<file path="config.mk">
export PLATFORM = sky130hd
export DESIGN_NAME = cache_control_nway
export DESIGN_NICKNAME = d
export VERILOG_FILES = /design/src/rtl/cache_control_nway.sv
export SDC_FILE = /design/constraint.sdc
export NUM_CORES = 1
export LEC_CHECK = 0
export ABC_AREA = 1
export CAP_MARGIN = 15
export CORE_MARGIN = 2
export CORE_UTILIZATION = 50
export CTS_BUF_LIST = sky130_fd_sc_hd__clkbuf_8 sky130_fd_sc_hd__clkbuf_16
export CTS_CLUSTER_SIZE = 30
export DETAILED_ROUTE_END_ITERATION = 7
export DONT_BUFFER_PORTS = 1
export SKIP_LAST_GASP = 1
export SLEW_MARGIN = 20
export SYNTH_ARGS = -nofsm -noshare
export SYNTH_HDL_FRONTEND = slang
export SYNTH_SLANG_ARGS = --single-unit
export TNS_END_PERCENT = 50
</file>
<file path="constraint.sdc">
create_clock -name clk -period 2.5 [get_ports clk]
set_clock_uncertainty 0.15 [all_clocks]
set_input_delay 0.375 -clock clk [delete_from_list [all_inputs] [get_ports clk]]
set_output_delay 0.375 -clock clk [all_outputs]
set_load 0.005 [all_outputs]
</file>
<file path="src/rtl/cache_control_nway.sv">
// Write-back / write-allocate controller for an N-way set-associative cache with tree
// pseudo-LRU replacement, invalid-way-first allocation, whole-cache flush and hit/miss counters.
module cache_control_nway #(
    parameter  int WAYS  = 4,
    parameter  int SETS  = 16,
    parameter  int CNT_W = 32,
    localparam int LW    = $clog2(WAYS),
    localparam int SW    = $clog2(SETS)
) (
    input  logic             clk,
    input  logic             rst,
    input  logic             cpu_read,
    input  logic             cpu_write,
    output logic             cache_resp,
    output logic             mem_read,
    output logic             mem_write,
    input  logic             mem_resp,
    input  logic [WAYS-1:0]  hit,
    input  logic [WAYS-1:0]  valid_o,
    input  logic [WAYS-1:0]  dirty_o,
    input  logic [WAYS-2:0]  lru_o,
    output logic [WAYS-2:0]  lru_i,
    output logic             load_lru,
    output logic [LW-1:0]    way_sel,
    output logic [WAYS-1:0]  load_tag,
    output logic [WAYS-1:0]  write_en,
    output logic             data_i_sel,
    output logic [WAYS-1:0]  dirty_i,
    output logic [WAYS-1:0]  valid_i,
    output logic             load_dirty,
    output logic             load_valid,
    output logic             mm_address_sel,
    input  logic             flush_req,
    output logic             flush_active,
    output logic [SW-1:0]    flush_set,
    output logic             flush_done,
    output logic [CNT_W-1:0] hit_count,
    output logic [CNT_W-1:0] miss_count
);

    typedef enum logic [2:0] {IDLE, SEARCH, WRITE_BACK, NEW_BLOCK, FL_CHECK, FL_WB} state_t;

    state_t           r_state;
    logic [LW-1:0]    r_victim;
    logic [SW+LW-1:0] r_flushPos;
    logic             r_refill;
    logic [CNT_W-1:0] r_hitCount;
    logic [CNT_W-1:0] r_missCount;

    logic             w_hitAny;
    logic [LW-1:0]    w_hitWay;
    logic [LW-1:0]    w_missVictim;
    logic [LW-1:0]    w_flushWay;
    logic [WAYS-1:0]  w_hitMask;
    logic [WAYS-1:0]  w_victimMask;
    logic [WAYS-1:0]  w_flushMask;
    logic             w_flushLast;
    logic             w_flushLineDirty;

    function automatic logic [LW-1:0] lowestIdx(input logic [WAYS-1:0] vec);
        logic [LW-1:0] idx;
        idx = '0;
        for (int i = WAYS - 1; i >= 0; i--)
            if (vec[i]) idx = LW'(i);
        return idx;
    endfunction

    // The tree is padded to 2*WAYS entries so a node index of LW+1 bits addresses it exactly.
    function automatic logic [LW-1:0] plruVictim(input logic [WAYS-2:0] tree);
        logic [2*WAYS-1:0] ext;
        logic [LW:0]       node;
        ext  = {(WAYS+1)'(0), tree};
        node = '0;
        for (int l = 0; l < LW; l++)
            node = {node[LW-1:0], 1'b1} + {{LW{1'b0}}, ext[node]};
        return LW'(node - (LW+1)'(WAYS - 1));
    endfunction

    function automatic logic [WAYS-2:0] plruTouch(input logic [WAYS-2:0] tree, input logic [LW-1:0] way);
        logic [2*WAYS-1:0] ext;
        logic [LW:0]       node;
        logic [LW-1:0]     wv;
        logic              dir;
        ext  = {(WAYS+1)'(0), tree};
        node = '0;
        wv   = way;
        for (int l = 0; l < LW; l++) begin
            dir       = wv[LW-1];
            wv        = wv << 1;
            ext[node] = ~dir;
            node      = {node[LW-1:0], 1'b1} + {{LW{1'b0}}, dir};
        end
        return ext[WAYS-2:0];
    endfunction

    assign w_hitAny         = |hit;
    assign w_hitWay         = lowestIdx(hit);
    assign w_missVictim     = (&valid_o) ? plruVictim(lru_o) : lowestIdx(~valid_o);
    assign w_flushWay       = r_flushPos[LW-1:0];
    assign w_hitMask        = WAYS'(1) << w_hitWay;
    assign w_victimMask     = WAYS'(1) << r_victim;
    assign w_flushMask      = WAYS'(1) << w_flushWay;
    assign w_flushLast      = &r_flushPos;
    assign w_flushLineDirty = valid_o[w_flushWay] & dirty_o[w_flushWay];
    assign flush_set        = r_flushPos[SW+LW-1:LW];
    assign hit_count        = r_hitCount;
    assign miss_count       = r_missCount;

    // Flush position is {set, way}; a plain increment walks way-fastest and wraps to (0,0).
    always_ff @(posedge clk or negedge rst) begin
        if (!rst) begin
            r_state     <= IDLE;
            r_victim    <= '0;
            r_flushPos  <= '0;
            r_refill    <= 1'b0;
            r_hitCount  <= '0;
            r_missCount <= '0;
        end else begin
            case (r_state)
                IDLE: begin
                    if (flush_req)
                        r_state <= FL_CHECK;
                    else if (cpu_read || cpu_write)
                        r_state <= SEARCH;
                end
                SEARCH: begin
                    if (w_hitAny) begin
                        r_state  <= IDLE;
                        r_refill <= 1'b0;
                        if (!r_refill && (r_hitCount != '1))
                            r_hitCount <= r_hitCount + 1'b1;
                    end else begin
                        r_victim <= w_missVictim;
                        if (r_missCount != '1)
                            r_missCount <= r_missCount + 1'b1;
                        r_state <= (valid_o[w_missVictim] && dirty_o[w_missVictim]) ? WRITE_BACK : NEW_BLOCK;
                    end
                end
                WRITE_BACK: if (mem_resp) r_state <= NEW_BLOCK;
                NEW_BLOCK: begin
                    if (mem_resp) begin
                        r_state  <= SEARCH;
                        r_refill <= 1'b1;
                    end
                end
                FL_CHECK: begin
                    if (w_flushLineDirty) begin
                        r_state <= FL_WB;
                    end else begin
                        r_flushPos <= r_flushPos + 1'b1;
                        r_state    <= w_flushLast ? IDLE : FL_CHECK;
                    end
                end
                FL_WB: begin
                    if (mem_resp) begin
                        r_flushPos <= r_flushPos + 1'b1;
                        r_state    <= w_flushLast ? IDLE : FL_CHECK;
                    end
                end
                default: r_state <= IDLE;
            endcase
        end
    end

    always_comb begin
        cache_resp     = 1'b0;
        mem_read       = 1'b0;
        mem_write      = 1'b0;
        lru_i          = lru_o;
        load_lru       = 1'b0;
        way_sel        = r_victim;
        load_tag       = '0;
        write_en       = '0;
        data_i_sel     = 1'b0;
        dirty_i        = dirty_o;
        valid_i        = valid_o;
        load_dirty     = 1'b0;
        load_valid     = 1'b0;
        mm_address_sel = 1'b0;
        flush_active   = 1'b0;
        flush_done     = 1'b0;
        case (r_state)
            SEARCH: begin
                if (w_hitAny) begin
                    way_sel    = w_hitWay;
                    lru_i      = plruTouch(lru_o, w_hitWay);
                    load_lru   = 1'b1;
                    cache_resp = 1'b1;
                    if (cpu_write) begin
                        write_en   = w_hitMask;
                        dirty_i    = dirty_o | w_hitMask;
                        load_dirty = 1'b1;
                    end
                end
            end
            WRITE_BACK: begin
                mem_write      = 1'b1;
                mm_address_sel = 1'b1;
            end
            NEW_BLOCK: begin
                mem_read   = 1'b1;
                write_en   = w_victimMask;
                load_tag   = w_victimMask;
                data_i_sel = 1'b1;
                valid_i    = valid_o | w_victimMask;
                dirty_i    = dirty_o & ~w_victimMask;
                load_valid = 1'b1;
                load_dirty = 1'b1;
            end
            FL_CHECK: begin
                flush_active = 1'b1;
                flush_done   = w_flushLast & ~w_flushLineDirty;
            end
            FL_WB: begin
                flush_active   = 1'b1;
                mem_write      = 1'b1;
                mm_address_sel = 1'b1;
                way_sel        = w_flushWay;
                if (mem_resp) begin
                    dirty_i    = dirty_o & ~w_flushMask;
                    load_dirty = 1'b1;
                    flush_done = w_flushLast;
                end
            end
            default: ;
        endcase
    end

endmodule

</file>
==> impl_results.md, run 1 <==
- Status: complete, no violations
- Vias in the first global route: 4591
- CP endpoint kind: primary output
- Synth unique cells: 39
- Reg2reg start: miss_count[0]$_DFFE_PN0P_
- Ranking of synthesized cells by area: dfrtp_1 (36%), nand2_1 (17%), xor2_1 (7.3%)
- Vias per std cell: 5.39
- Share of the synthesized area in the top cell type: 36.2%
- Max-slew violation count: 0
- Share of cells above drive strength 1: 9.79%
- Overall global routing resource usage: 24.7%
- Largest net degree at the start of global routing: 77
- Initial Util: 51.1%
- Place WS: 0.221 ns
- Flops & latches, synth: 76
- Via count: 4758
- TritonCTS Buffers: 9
- Area growth from synthesis to layout: 6.32%
- Worst slew pin tran: 0.569 ns
- Die width: 106 um
- Lkg Pwr: 2.59 nW
- Hold Path Cell Cnt: 2
- Row Count: 37
- CP Data Required Time: 1.98 ns
- Pwr per Cell Area: between 700 and 800 mW/mm^2
- Total power: 0.00397 W
- First-iteration detailed-routing DRC count: 262
- Post-synthesis cell area: 0.00525 mm^2
- Nets@finish: between 700 and 800
- Final setup fails: 0
- TritonCTS clock tree: yes
- Drt first pass iters: 5
- Crit path launch type: flip-flop
- First-pass GRT wire length: approximately 22 mm
- Synthesized netlist net count: 766
- Final Hold Viols: 0
- Worst VDD drop: 0.000351 V
- Yosys warns: 0
- Critical path class: reg -> out
- Core area: 0.0103 mm^2
- FF-to-FF path depth: 11
- Mean post-synth cell area: 7.10 um^2
- Post-DP HPWL: 10.4 mm
- Initial antenna violation count: 0
- Most common cell after layout, fill and taps aside: nand2_1
- Post-CTS Setup Inserts: 0
- RSZ-0062 raised after global routing: yes
- Max Cap Violations: 0
- Worst r2r dst: miss_count[17]$_DFFE_PN0P_
- Clock transition at path regs: 0.09 ns
- Routed wire length per instance: 15.5 um
- Critical path peak fanout: 8
- Clk_lat worst skew: between 0.3 and 0.4 ns
- Most frequent cells in the layout: nand2_1 (236), inv_1 (85), dfrtp_1 (76), nor2_1 (72), xor2_1 (44)
- Critical Path Start: r_state[1]$_DFFE_PN0P_
- Maximum buffer depth of the clock tree: 2
- Setup ws final: 0.119 ns
- R2R Setup Slk: 0.20 ns
- Io pins: 120
- Worst Hold Class: in -> reg
- Min-delay src: valid_o[0]
- CP Data Arrival Time: approximately 1.9 ns
- WL final: between 10 and 15 mm
- Gpl congestion: 0.939
- DRC Markers: 0
- Die Y: roughly 110 um
- Total grt overflow: 0
- Highest Clock Rate: between 400 and 500 MHz
- N_diodes: 0
- IO buf count: 0
- CP endpoint: valid_i[2]
- DIE AREA: about 0.011 mm^2
- Max H-tree Level: 3
- Synth Instances: around 740
- Seq/Total Area, Yosys: 36.2%
- Setup TNS: 0 ns
- Utilization after layout: 54.3%
- Final period demand of the worst path: 2.38 ns
- Hold_ws: approximately 0.048 ns
- Sink Count: 76
- Root Driver: clkbuf_8
- Period utilisation layout: 95.2%
- Largest area contributor in the netlist: dfrtp_1
- Final ANT Viol Nets: 0
- Max_slew headroom: slightly above 60%
[registers in the layout (all words and copies together) (netlist names)]
register and flops:
hit_count 32, miss_count 32, r_flushPos 6, r_refill 1
r_state 3, r_victim 2
[Yosys cell counts]
master,instances
nand2_1,236
inv_1,85
dfrtp_1,76
nor2_1,75
xor2_1,44
nand3_1,36
nor3_1,36
o21ai_0,24
nand4_1,16
o21ai_2,13
a21oi_1,11
buf_4,10
xnor2_1,8
buf_6,7
ha_1,6
nand3b_1,6
nor2_2,6
inv_2,4
nand2_2,4
nor2_4,4
o21ai_1,4
nor3_2,3
o221ai_1,3
or2_2,3
a211oi_1,2
a22oi_1,2
nand3_2,2
o22ai_1,2
clkinv_1,1
clkinv_2,1
inv_4,1
mux2_2,1
nand2_4,1
nand2b_1,1
nand3_4,1
nor3_4,1
nor3b_1,1
o211ai_1,1
o31ai_1,1
[per-layer routing]
layer | up-vias | GRT usage [%] | wire (um)
met5 | - | 0 | 0
met1 | 2224 | 31.9 | 5990
met3 | 20 | 6.07 | 991
met2 | 165 | 40.5 | 6470
li1 | 2349 | - | -
met4 | 0 | 8.53 | 247
[critical path, stage by stage (launching register included)]
cell and delay [ns]:
dfrtp_1 0.43, inv_1 0.09, nor2_1 0.16, inv_1 0.12
nor2_4 0.22, inv_2 0.13, nor2_1 0.20, or2_2 0.16
[cells by family after synthesis]
logic type | after synthesis | synth area share [%]
and+or+nand+nor | 432 | 36.4
buffers and inverters | 109 | 9.59
adders and majority gates | 6 | 1.43
DFF | 76 | 36.2
xor gates and xnor gates | 52 | 8.68
AOI/OAI and AO/OA | 63 | 7.49
muxes | 1 | 0.215
[where the power goes]
part / switching (W) / internal, W / leakage, nW
clock network: 0.000515 / 0.000498 / 0.0995
logic: 0.000738 / 0.000412 / 1.51
registers: 0.000345 / 0.00146 / 0.984
[cell type report]
cell class / count / area (um^2)
clock inverters: 6 / 71.3
inverters: 92 / 349
flip-flops and latches: 76 / 1900
multi-input cells: 554 / 2870
well taps: 136 / 170
repair buffers: 8 / 82.6
clock buffers: 10 / 138
fillers: 1026 / 4700
[worst min-delay path by stage]
| stage | endpoint | slack, ns |
|---|---|---|
| final | r_victim[1]$_DFFE_PN0P_ | 0.05 |
| after global routing | r_victim[1]$_DFFE_PN0P_ | 0.05 |
| after CTS | r_victim[1]$_DFFE_PN0P_ | 0.04 |
| after detailed placement | miss_count[3]$_DFFE_PN0P_ | -0.07 |
| after global placement | miss_count[4]$_DFFE_PN0P_ | -0.07 |
| after floorplan | hit_count[0]$_DFFE_PN0P_ | -0.07 |
[through the flow]
| stage | cells | instance area (um^2) |
|---|---|---|
| 3_5_place_dp | 864 | 5310 |
| 4_1_cts | 882 | 5560 |
| 5_1_grt | 882 | 5580 |
| 3_3_place_gp | 864 | 5310 |
| 6_report | 882 | 5580 |
| 2_1_floorplan | 739 | 5250 |
[repair_timing]
action,4_1_cts,5_1_grt
setup endpoints to repair,2,7
gates cloned,0,0
hold buffers,2,0
pin swaps,0,0
hold endpoints to repair,76,0
resized for setup,1,5
(Power assumes the default switching activity.)
==> inputs of run 2 (changes only) <==
--- a/config.mk
+++ b/config.mk
@@ -5,7 +5,7 @@
 export SDC_FILE = /design/constraint.sdc
 export NUM_CORES = 1
 export LEC_CHECK = 0
-export ABC_AREA = 1
+export ABC_AREA = 0
 export CAP_MARGIN = 15
 export CORE_MARGIN = 2
 export CORE_UTILIZATION = 50
==> run 2 against run 1 <==
Net effect: area after synthesis shrank 17%; sequential share of layout area grew 5.7 points; cell count shrank 34%; core utilization grew 1.3 points; largest power group unchanged.
==> impl_results.md, run 2 <==
- Clock transition at path regs: 0.08 ns (about the same)
- Seq/Total Area, Yosys: 43.5% (+7.2 points)
- DIE AREA: 0.00951 mm^2 (-16%)
- Ranking of synthesized cells by area: dfrtp_1 (43%), xnor2_1 (9.8%), nand4_1 (4.1%)
- Drt first pass iters: 4 (-1)
- Sink Count: 76 (unchanged)
- Seq. cell area: 0.00190 mm^2 (unchanged)
- Crit path launch type: flip-flop
- DRC Markers: 0 (unchanged)
- Count leader, synth: dfrtp_1
- Sw Share: 34.9% (-5.4 points)
- Overall global routing resource usage: 21.9% (-2.8 points)
- Most common cell after layout, fill and taps aside: dfrtp_1
- Largest net degree at the start of global routing: 77 (unchanged)
- TritonCTS clock tree: yes
- Hold Path Cell Cnt: 2 (unchanged)
- Final setup fails: 0 (unchanged)
- Clk network pwr share: 28.1% (+2.6 points)
- Setup ws final: 0.0628 ns (-0.0563 ns)
- Place WS: 0.243 ns (+0.0227 ns)
- Io pins: 120 (unchanged)
- IO buf count: 0 (unchanged)
- Synth Instances: 459 (-38%)
- Worst Hold Class: in -> reg
- Post-DP HPWL: 7.40 mm (-29%)
- Critical path peak fanout: 7 (-1)
- Net Switching: 0.00120 W (-25%)
- Post-synth top flop: dfrtp_1
- Initial antenna violation count: 0 (unchanged)
- Synth unique cells: 55 (+41%)
- Gpl congestion: 0.871 (-7.2%)
- Max Cap Violations: 0 (unchanged)
- Area of the multi-input gates: 0.00232 mm^2 (-19%)
- Min-delay src: mem_resp
- Final Hold Viols: 0 (unchanged)
- Core area: 0.00859 mm^2 (-16%)
- Mean post-synth cell area: 9.53 um^2 (+34%)
- Max H-tree Level: 3 (unchanged)
- Hold endpoint: r_refill$_DFFE_PN0P_
- Worst VDD drop: 0.000294 V (-16%)
- Status: complete, no violations
- Slowest CP cell: mux4_2
- Area post-placement: 0.00450 mm^2 (-15%)
- R2R Setup Slk: 0.24 ns (+0.04 ns)
- Worst r2r dst: hit_count[26]$_DFFE_PN0P_
- N_diodes: 0 (unchanged)
- Maximum buffer depth of the clock tree: 2 (unchanged)
- Die width: 97.5 um (-8.4%)
- Internal: 0.00225 W (-5.2%)
- Initial Util: 50.9% (-0.17 points)
- EDFF count, synth: 0 (unchanged)
- Die Y: 97.5 um (-8.4%)
- Combinational share of power: 26.0% (-3.0 points)
- First-iteration detailed-routing DRC count: 222 (-15%)
- Row Count: 34 (-8.1%)
- Critical path class: reg -> out
- Clk_lat worst skew: 0.34 ns (-0.02 ns)
- Yosys warns: 0 (unchanged)
- WL final: 10.1 mm (-26%)
- Final ANT Viol Nets: 0 (unchanged)
- Max-slew violation count: 0 (unchanged)
- Via count: 3424 (-28%)
- Vias in the first global route: 3329 (-27%)
- Synthesized netlist net count: 486 (-37%)
- Flop pwr share: 45.9% (+0.4 points)
- Period utilisation layout: 97.5% (+2.3 points)
- CP endpoint kind: primary output
- Vias per std cell: 5.91 (+9.6%)
- RSZ-0062 raised after global routing: yes
- Worst slew pin tran: 0.776 ns (+0.208 ns)
- Largest area contributor in the netlist: dfrtp_1
- Design Area, Final: 0.00477 mm^2 (-14%)
- Area growth from synthesis to layout: 9.18%
- Root Driver: clkbuf_8
- Crit-path cells: inv_2 -> mux4_2 -> o21ai_4 -> nor2_1
- Highest Clock Rate: 410 MHz (-2.3%)
- Share of cells above drive strength 1: 10.6% (+0.83 points)
- Total power: 0.00345 W (-13%)
- Nets@finish: 493 (-36%)
- Post-Place Cells: 561 (-35%)
- Pwr per Cell Area: 723 mW/mm^2 (+1.6%)
- Max_slew headroom: 48.0% (-14 points)
- FF-to-FF path depth: 5 (-6)
- Non-Filler Instances: 579 (-34%)
- Async set or reset register ratio after synthesis: 100% (unchanged)
- Post-synthesis cell area: 0.00437 mm^2 (-17%)
- Total grt overflow: 0 (unchanged)
- Share of the synthesized area in the top cell type: 43.5% (+7.2 points)
- Filler cells: 789 (-23%)
- Max incr delay on CP: 0.61 ns (+0.18 ns)
- Routed wire length per instance: 17.5 um (+13%)
- First-pass GRT wire length: 17.2 mm (-23%)
- TritonCTS Buffers: 9 (unchanged)
- CP Data Arrival Time: 1.91 ns (+0.05 ns)
- Flops & latches, synth: 76 (unchanged)
- CP Data Required Time: 1.98 ns (about the same)
- Reg2reg start: hit_count[24]$_DFFE_PN0P_
- Synth top cells by count: dfrtp_1 (76), xnor2_1 (49), nand2_1 (37)
- Most frequent cells in the layout: dfrtp_1 (76), xnor2_1 (49), nand2_1 (37), nand3_1 (36), nor2_1 (30)
- Final period demand of the worst path: 2.44 ns (+0.0563 ns)
- Lkg Pwr: 2.11 nW (-18%)
- Setup TNS: 0 ns (unchanged)
==> run 2: metrics by stage <==
stage | util [%] | hold WS, ns
floorplan | - | -0.0706
global placement | 52.4 | -0.0690
detailed placement | 52.4 | -0.0688
CTS | 55.3 | 0.0296
global route | 55.6 | 0.0503
finish | 55.6 | 0.0473
==> run 2: worst max-delay path by stage <==
| stage | start | endpoint | slack [ns] |
|---|---|---|---|
| final | r_flushPos[0]$_DFFE_PN0P_ | flush_done | 0.06 |
| after global routing | r_flushPos[0]$_DFFE_PN0P_ | flush_done | -0.04 |
| after CTS | r_flushPos[0]$_DFFE_PN0P_ | flush_done | -0.007 |
| after detailed placement | hit_count[24]$_DFFE_PN0P_ | hit_count[26]$_DFFE_PN0P_ | 0.24 |
| after global placement | r_flushPos[0]$_DFFE_PN0P_ | r_flushPos[1]$_DFFE_PN0P_ | 0.26 |
| after floorplan | hit[1] | miss_count[23]$_DFFE_PN0P_ | 0.25 |
==> run 2: cell type report <==
class	instances	area share, %
Multi-Input combinational cell	347	48.6
Sequential cell	76	39.8
Clock buffer	10	2.88
Clock inverter	6	1.49
Inverter	15	1.18
Tap cell	108	2.83
Timing Repair Buffer	17	3.14
==> run 2: repair_timing <==
item | CTS | global route
endpoints found under the setup margin | 3 | 7
resized for setup | 2 | 4
endpoints found under the hold margin | 76 | 0
setup buffers | 0 | 0
hold buffers | 2 | 0
pin swaps | 0 | 0
cloned | 0 | 0
==> run 2: power by group through the flow <==
stage               Sequential, W  Clock, W  Combinational [W]
floorplan                 0.00153         0           0.000722
global placement          0.00160         0           0.000822
detailed placement        0.00161         0           0.000829
CTS                       0.00158   0.00100           0.000875
global route              0.00161   0.00106            0.00100
finish                    0.00158  0.000970           0.000897
==> run 2: worst max-delay path: cells and delay by family, from the launching register on <==
family | cells | cell delay [ns]
buffers and inverters | 1 | 0.14
AND/OR/NAND/NOR | 1 | 0.09
flip-flops | 1 | 0.49
multiplexers | 1 | 0.61
AO/OA/AOI/OAI | 1 | 0.24
==> run 2: cell families after synthesis <==
| group | after synthesis | synth area share, % |
|---|---|---|
| mux | 5 | 1.54 |
| simple gates | 214 | 27.3 |
| flops | 76 | 43.5 |
| compound gates | 56 | 8.64 |
| xor+xnor | 66 | 13.2 |
| fa+ha+maj | 6 | 1.72 |
| buf+inv | 36 | 4.06 |
==> run 2: layer usage <==
metal,share of wire [%],GRT usage (%)
met1,43,28.8
met2,49,34.9
met3,7.2,6.76
met4,0.64,6.94
met5,0,0
==> inputs of run 3 (changes only) <==
--- a/config.mk
+++ b/config.mk
@@ -8,7 +8,7 @@
 export ABC_AREA = 0
 export CAP_MARGIN = 15
 export CORE_MARGIN = 2
-export CORE_UTILIZATION = 50
+export CORE_UTILIZATION = 30
 export CTS_BUF_LIST = sky130_fd_sc_hd__clkbuf_8 sky130_fd_sc_hd__clkbuf_16
 export CTS_CLUSTER_SIZE = 30
 export DETAILED_ROUTE_END_ITERATION = 7
==> constraint.sdc (replaced) <==
create_clock -name clk -period 2.2 [get_ports clk]
set_clock_uncertainty 0.15 [all_clocks]
set_input_delay 0.33 -clock clk [delete_from_list [all_inputs] [get_ports clk]]
set_output_delay 0.33 -clock clk [all_outputs]
set_load 0.005 [all_outputs]
==> run 3 against run 2 <==
Net effect: the flow now finishes with violations (negative hold slack); cell count is 20% higher; clock power rose by 52%; sequential share of layout area down 4.2 points; critical path depth rose by 2; first-iteration DRC count grew 1.4%; power rose by 34%; die area is 64% higher; clock-buffer cell count shrank 1; core utilization fell by 18 points; critical endpoint unchanged; global-route usage fell by 6.1 points.
==> impl_results.md, run 3 (synthesis results as in run 2) <==
- Sw Share: 32.7% (-2.2 points)
- Initial antenna violation count: 0 (unchanged)
- Most common cell after layout, fill and taps aside: dfrtp_1
- Row Count: 44 (+29%)
- Worst VDD drop: 0.000493 V (+67%)
- Via count: 3690 (+7.8%)
- Max Cap Violations: 0 (unchanged)
- Area post-placement: 0.00482 mm^2 (+7.1%)
- Die width: 125 um (+28%)
- CP Data Required Time: 1.72 ns (-0.26 ns)
- Worst Hold Class: in -> async
- Total grt overflow: 0 (unchanged)
- Period utilisation layout: 99.6%
- Flop pwr share: 38.6% (-7.3 points)
- Routed wire length per instance: 17.5 um (-0.16%)
- Maximum buffer depth of the clock tree: 2 (unchanged)
- IO buf count: 0 (unchanged)
- Sink Count: 76 (unchanged)
- Post-DP HPWL: 8.96 mm (+21%)
- First-pass GRT wire length: 19.7 mm (+15%)
- Most frequent cells in the layout: dfrtp_1 (75), buf_4 (54), xnor2_1 (49), nand2_1 (37), nand3_1 (36)
- Hold_buf cts: 1 (-1)
- Final ANT Viol Nets: 0 (unchanged)
- TritonCTS clock tree: yes
- Net Switching: 0.00151 W (+25%)
- Clk network pwr share: 31.8% (+3.7 points)
- Nets@finish: 535 (+8.5%)
- Root Driver: clkbuf_16
- TritonCTS Buffers: 9 (unchanged)
- Max H-tree Level: 3 (unchanged)
- Die Y: 125 um (+28%)
- Highest Clock Rate: 456 MHz
- Final Hold Viols: 76 (+76)
- Hold_ws: -0.470 ns (-0.517 ns)
- Gpl congestion: 0.886 (+1.8%)
- Initial Util: 30.4% (-20 points)
- Final setup fails: 0 (unchanged)
- Failing checks: negative hold slack
- DRC Markers: 0 (unchanged)
- Area growth from synthesis to layout: 22.1%
- Status: complete, but fails checks
- Core area: 0.0144 mm^2 (+67%)
- Final period demand of the worst path: between 2 and 2.5 ns
- N_diodes: 0 (unchanged)
- Largest net degree at the start of global routing: 77 (unchanged)
- Filler cells: 1439 (+82%)
- Design Area, Final: 0.00534 mm^2 (+12%)
- Internal: 0.00311 W (+38%)
- Vias per std cell: 5.29 (-10%)
- Total power: 0.00461 W (+34%)
- Critical path class: reg -> out
- WL final: 12.2 mm (+20%)
- CP Data Arrival Time: 1.71 ns (-0.20 ns)
- Max_slew headroom: 67.5% (+20 points)
- Io pins: 120 (unchanged)
- DIE AREA: 0.0156 mm^2 (+64%)
- First-iteration detailed-routing DRC count: 225 (+1.4%)
- Critical path peak fanout: 8 (+1)
- Drt first pass iters: 4 (unchanged)
- Clk_lat worst skew: 0.34 ns (about the same)
- Clock transition at path regs: 0.06 ns (-0.02 ns)
- Lkg Pwr: 2.39 nW (+13%)
- Utilization after layout: 37.2% (-18 points)
- Combinational share of power: 29.7% (+3.7 points)
- Max-slew violation count: 0 (unchanged)
- RSZ-0062 raised after global routing: yes
- CP endpoint kind: primary output
- Share of cells above drive strength 1: 20.1% (+9.5 points)
- Overall global routing resource usage: 15.8% (-6.1 points)
- Vias in the first global route: 3700 (+11%)
- Pwr per Cell Area: 864 mW/mm^2 (+20%)
- Crit path launch type: flip-flop
- Worst slew pin tran: 0.483 ns (-0.293 ns)
==> run 3: cell count changes in the layout (fill, tap and decap cells not counted), moves of 4 or more <==
cell	delta
clkbuf_16	+9
buf_4	+39
clkbuf_8	-10
buf_6	+4
==> run 3: worst paths after layout <==
path / start / end / slack [ns] / cells after the start
setup / recovery: r_state[1]$_DFFE_PN0P_ / flush_done / 0.009 / 6
hold / removal: rst / hit_count[19]$_DFFE_PN0P_ / -0.47 / 0
setup reg to reg: r_state[2]$_DFFE_PN0P_ / miss_count[23]$_DFFE_PN0P_ / 0.07 / 6
hold reg to reg: hit_count[11]$_DFFE_PN0P_ / hit_count[11]$_DFFE_PN0P_ / 0.37 / 1
max in group asynchronous: rst / r_state[0]$_DFFE_PN0P_ / 2.21 / 0
min in group clk: valid_o[1] / r_victim[1]$_DFFE_PN0P_ / 0.02 / 2
==> run 3: power groups by stage <==
stage          combinational (W)  sequential (W)  clock [W]
6_report                 0.00137         0.00178    0.00147
5_1_grt                  0.00149         0.00182    0.00158
4_1_cts                  0.00132         0.00177    0.00152
3_5_place_dp             0.00118         0.00179          0
3_3_place_gp             0.00116         0.00178          0
2_1_floorplan           0.000820         0.00174          0
==> run 3: critical path, stage by stage, from the launching register on <==
cell      delay [ns]
dfrtp_1         0.41
buf_6           0.15
nand2b_1        0.23
nor2_1          0.19
o21ai_1         0.09
buf_4           0.14
nor2_1          0.16
==> run 3: cell type report <==
| type | count | area (um^2) | share of cell area [%] |
|---|---|---|---|
| clock inverter | 7 | 68.8 | 1.29 |
| clock buffer | 9 | 225 | 4.22 |
| inverter | 15 | 56.3 | 1.05 |
| timing repair buffer | 59 | 460 | 8.62 |
| multi-input combinational | 347 | 2390 | 44.9 |
| tap | 184 | 230 | 4.31 |
| sequential | 76 | 1900 | 35.6 |
==> run 3: timing repair <==
action | 4_1_cts | 5_1_grt
pin swaps | 5 | 7
gates resized for setup | 14 | 14
setup buffers | 11 | 2
endpoints found under the hold margin | 77 | 76
gates cloned | 0 | 0
setup endpoints to repair | 20 | 35
==> run 3: through the flow <==
stage	cells	setup TNS, ns	hold WS [ns]	setup slack, ns
after floorplan	459	0	-0.116	0.0640
after global placement	667	0	-0.114	0.0991
after detailed placement	667	0	-0.114	0.0799
after CTS	695	0	-0.491	0.000919
after global routing	697	-1.01	-0.495	-0.123
final	697	0	-0.470	0.00926
==> run 3: metal layers <==
metal	routed length, um	vias to the layer above	track usage (%)
met5	0	-	0
met4	242	0	5.42
met3	960	17	6.27
met2	5810	111	25.4
met1	5180	1811	19.3
li1	-	1751	-
